[config.mk]
export PLATFORM = sky130hd
export DESIGN_NAME = bus_hub_n
export DESIGN_NICKNAME = d
export VERILOG_FILES = /design/src/rtl/bus_hub_n.sv
export SDC_FILE = /design/constraint.sdc
export NUM_CORES = 1
export LEC_CHECK = 0
export CORE_AREA = 2 2 203 205
export DETAILED_ROUTE_END_ITERATION = 16
export DIE_AREA = 0 0 205 207
export MAX_ROUTING_LAYER = met4
export PLACE_DENSITY_LB_ADDON = 0.25
export SLEW_MARGIN = 5
export SYNTH_ARGS = -nofsm -noshare
export SYNTH_HDL_FRONTEND = slang
export SYNTH_SLANG_ARGS = --single-unit
[constraint.sdc]
create_clock -name clk -period 2.15 [get_ports clk]
set_clock_uncertainty 0.2 [all_clocks]
set_input_delay 0.215 -clock clk [delete_from_list [all_inputs] [get_ports clk]]
set_output_delay 0.215 -clock clk [all_outputs]
set_load 0.02 [all_outputs]
[src/rtl/bus_hub_n.sv]
// Single-master hub that decodes a host request onto one of N_DEV device ports.
// Define BUS_HUB_TIMEOUT_EN to bound each device access to TIMEOUT cycles.
module bus_hub_n #(
  parameter int                  N_DEV    = 4,
  parameter logic [N_DEV*32-1:0] DEV_BASE = '0,
  parameter logic [N_DEV*32-1:0] DEV_MASK = '0,
  parameter int                  TIMEOUT  = 255,
  parameter logic [31:0]         ERR_DATA = 32'hDEADBEEF
) (
  input  logic                clk,
  input  logic                rst,
  input  logic [31:0]         host_address,
  input  logic [31:0]         host_data_write,
  input  logic [3:0]          host_write_mask,
  input  logic                host_wen,
  input  logic                host_ren,
  output logic [31:0]         host_data_read,
  output logic                host_ready,
  output logic                host_error,
  output logic [N_DEV*32-1:0] device_address,
  output logic [N_DEV*32-1:0] device_data_write,
  output logic [N_DEV*4-1:0]  device_write_mask,
  output logic [N_DEV-1:0]    device_wen,
  output logic [N_DEV-1:0]    device_ren,
  input  logic [N_DEV-1:0]    device_ready,
  input  logic [N_DEV*32-1:0] device_data_read
);

  localparam int IDX_W = (N_DEV > 1) ? $clog2(N_DEV) : 1;

  typedef enum logic [1:0] {IDLE, ACCESS, RESP} state_t;

  state_t             state, state_n;
  logic [31:0]        addr_q, wdata_q, rdata_q;
  logic [3:0]         mask_q;
  logic               write_q, err_q;
  logic [IDX_W-1:0]   sel_q, hit_idx;
  logic               hit, host_req, sel_ready, expired;
  logic [N_DEV-1:0]   sel_vec;
  logic [31:0]        sel_rdata;

  assign host_req  = host_wen | host_ren;
  assign sel_ready = device_ready[sel_q];
  assign sel_rdata = device_data_read[sel_q*32 +: 32];

  // Walk from the top index down so the lowest matching device wins.
  always_comb begin
    hit     = 1'b0;
    hit_idx = '0;
    for (int i = N_DEV - 1; i >= 0; i--) begin
      if ((host_address & DEV_MASK[i*32 +: 32]) == (DEV_BASE[i*32 +: 32] & DEV_MASK[i*32 +: 32])) begin
        hit     = 1'b1;
        hit_idx = i[IDX_W-1:0];
      end
    end
  end

  always_comb begin
    sel_vec = '0;
    for (int i = 0; i < N_DEV; i++) begin
      sel_vec[i] = (sel_q == i[IDX_W-1:0]);
    end
  end

`ifdef BUS_HUB_TIMEOUT_EN
  localparam logic [15:0] TMO_LAST = 16'(TIMEOUT - 1);
  logic [15:0] tmo_cnt;

  // Counts ACCESS cycles; expiry fires on the TIMEOUT-th strobe cycle.
  always_ff @(posedge clk) begin
    if (!rst)                tmo_cnt <= '0;
    else if (state == ACCESS) tmo_cnt <= tmo_cnt + 16'd1;
    else                     tmo_cnt <= '0;
  end

  assign expired = (state == ACCESS) && (tmo_cnt == TMO_LAST);
`else
  assign expired = 1'b0;
`endif

  always_ff @(posedge clk) begin
    if (!rst) state <= IDLE;
    else      state <= state_n;
  end

  always_comb begin
    state_n = state;
    case (state)
      IDLE:    if (host_req) state_n = hit ? ACCESS : RESP;
      ACCESS:  if (sel_ready || expired) state_n = RESP;
      RESP:    state_n = IDLE;
      default: state_n = IDLE;
    endcase
  end

  // Request latch and response data; device_ready takes priority over expiry.
  always_ff @(posedge clk) begin
    if (!rst) begin
      addr_q  <= '0;
      wdata_q <= '0;
      mask_q  <= '0;
      write_q <= 1'b0;
      sel_q   <= '0;
      err_q   <= 1'b0;
      rdata_q <= '0;
    end else begin
      case (state)
        IDLE: begin
          if (host_req) begin
            addr_q  <= host_address;
            wdata_q <= host_data_write;
            mask_q  <= host_write_mask;
            write_q <= host_wen;
            sel_q   <= hit_idx;
            err_q   <= !hit;
            if (!hit && !host_wen) rdata_q <= ERR_DATA;
          end
        end
        ACCESS: begin
          if (sel_ready) begin
            err_q <= 1'b0;
            if (!write_q) rdata_q <= sel_rdata;
          end else if (expired) begin
            err_q <= 1'b1;
            if (!write_q) rdata_q <= ERR_DATA;
          end
        end
        default: ;
      endcase
    end
  end

  assign host_data_read    = rdata_q;
  assign host_ready        = (state == RESP);
  assign host_error        = (state == RESP) && err_q;
  assign device_address    = {N_DEV{addr_q}};
  assign device_data_write = {N_DEV{wdata_q}};
  assign device_write_mask = {N_DEV{mask_q}};
  assign device_wen        = (state == ACCESS &&  write_q) ? sel_vec : '0;
  assign device_ren        = (state == ACCESS && !write_q) ? sel_vec : '0;

endmodule

==> out/results.ini <==
[run_status]
status = finished clean

[sta]
finalHoldViolations = 0
finalMaxSlewViolations = 0
clock.fmax_mhz = 503
rsz0062_at_grt = no
setup_viol = 0
timing.final.ws_setup_ps = 163
period_minus_slack_ps = 1990
fin_crit_sh = 0.924
fin_setup_tns_ps = 0

[run]
cap_violations = 0

[clocking]
numCtsBuffers = 9
cts_tree = built
insertion_delay_ps = 370
clk_path_buf_depth = 2
hold_buffers = 0
h-tree-depth = 3
clockRootBuffer = clkbuf_16
clk_pin_slew_ps = 80
clkSinkCount = 103

[power]
switchingPower_mw = 2.08
p_leak_nw = 3.36
seqPwrFrac = 0.365
internal_power_mw = 4.08
p_comb_frac = 0.358
pwr-share-clk = 0.277
cellPowerDensity_nw_per_um2 = 682
vdd_drop_max_v = 0.000356
p_sw_frac = 0.337

[routing]
antenna_left = 0
wl_per_cell_um = 13.0
drtIter0Drc = 155
num_vias = 4556
first_pass_iters = 4
drc = 0
post_drt_via_cell_ratio = 3.27
route.final.wire_length_um = 18200

[synthesis]
ys_top_cells_by_area = dfxtp_1 37%, buf_4 29%, mux2i_1 12%, nand2_1 11%, nand3_1 2.9%
yosysSeqAreaShare = 0.370
synth_simple_gate_area_share = 0.151
synth_mux_area_frac = 0.122
avgSynthCellArea_sq_um = 8.35
synth_cell_type_count = 22
syn_inst = 668
async_flop_share = 0
synth_xor_area_frac = 0
synthAdderAreaFrac = 0
synth_seq_cells = 103
yosys.area.top_type = dfxtp_1
synthesis.area_sq_um = 5580
synth_edf_count = 0
synth_compound_area_frac = 0.0339
synth_ff_type = dfxtp_1
synth_top_family_by_area = buffers and inverters
synth_top_area_frac = 0.370
yosys_warnings = 0

[floorplanning]
die-area_sq_um = 42400
die_h_um = 207
ios = 518
core-area_sq_um = 40400
initial_core_util = 0.138
die_w_um = 205
rows = 74

[global_route]
busiest_layer = met2
grtUsageMet3 = 0.0286
grt_max_degree = 63
grt.met1_usage = 0.0963
grt_pass1_vias = 4330
globalRouteOverflowTotal = 0
grt_pass1_wl_um = 26700
use_met2 = 0.139
antenna_found_initial = 0
grt_usage = 0.0855

[finish]
final_cell_mix = 408 x clkdlybuf4s50_1, 170 x nand2_1, 102 x dfxtp_1
finish.net_count = 1061
syn_to_final_growth_pct = 61.9
n_antenna_cell = 0
final_cell_count_no_fill = 1394
drive_above_1_share = 0.0348
final_common_cell = clkdlybuf4s50_1

[critical_path]
crit_required_ps = 1740
worst-path-buf-inv = 1
path_class = register to output pin
rr_worst_depth = 4
slowest_stage = clkdlybuf4s50_1
path_cells = clkdlybuf4s50_1
critical_path_depth = 1
startpoint_type = register
cpPeakStageDelay_ps = 680
cp_top_family = buffers and inverters
endpoint_kind = output pin
critPathMaxFanout = 5
arrival_ps = 1570

[place]
place_ws_ps = 299
hpwlAfterDp_um = 13700
place.gp.congestion = 0.653
place_inst = 1378
numPortBuffers = 411

[worst_hold_path]
hold-path-cell-count = 3
hold_class = primary input to register

## power by group through the flow
stage	clock network [mW]	registers, mW	logic [mW]
after CTS	1.85	2.26	2.24
after floorplan	0	2.41	1.31
after global placement	0	2.29	2.23
final	1.71	2.25	2.21
after detailed placement	0	2.30	2.23
after global routing	1.91	2.28	2.33
## synthesized netlist by cell type (2+ instances only)
| cell type | count |
|---|---|
| buf_1 | 2 |
| mux2i_1 | 68 |
| nand2_1 | 170 |
| buf_4 | 218 |
| o21a_1 | 2 |
| buf_2 | 7 |
| buf_8 | 2 |
| nand3_1 | 32 |
| clkbuf_2 | 3 |
| clkbuf_1 | 16 |
| nor2_1 | 4 |
| dfxtp_1 | 103 |
| o21ai_0 | 32 |
## sequential cells by signal, indices dropped and copies added (netlist names)
signal	count
host_data_read	32
wdata_q	32
addr_q	32
write_q	1
mask_q	4
state	2
## metal layers
metal,up-vias,routed length (um)
met5,-,0
met4,0,295
met3,12,1650
met2,222,8760
met1,2043,7470
li1,2279,-
## logic make-up (layout without fill, tap and decap cells)
logic type,Yosys count,count (layout)
AO/OA/AOI/OAI,36,36
other,1,7
flip-flops,103,103
AND/OR/NAND/NOR,210,210
multiplexers,68,68
buffers and inverters,250,438
## worst reg2reg max path: stages, from the launching register on
cell and delay [ps]:
dfxtp_1 340, nor2_2 160, o21a_4 190, buf_12 250
mux2i_1 310
## per-stage QoR
stage                      util  total power [mW]  instance area [sq um]  hold slack, ps
after floorplan               -              3.73                   5600             129
after global placement    0.216              4.52                   8730             244
after detailed placement  0.216              4.53                   8730             254
after CTS                 0.224              6.35                   9020            36.5
after global routing      0.224              6.52                   9030            71.2
final                     0.224              6.16                   9030            62.4
## area by class of cell
class,count,area [sq um]
fill,4458,31300
timing repair buffer,421,4260
sequential,103,2060
multi-input combinational,321,1750
tap,532,666
clock buffer,11,233
clock inverter,5,58.8
inverter,1,3.75
## final timing paths
path	from	endpoint	slack (ps)
max	addr_q[13]	device_address[13]	160
min	rst	host_data_read[31]	60
max reg2reg	state[1]	wdata_q[6]	620
min reg2reg	host_data_read[14]	host_data_read[14]	260
## repair_timing
| action | 4_1_cts | 5_1_grt |
|---|---|---|
| buffers inserted | 0 | 0 |
| endpoints found under the hold margin | 0 | 0 |
| resized for setup | 1 | 2 |
| endpoints found under the setup margin | 4 | 2 |
(Power assumes the default switching activity.)
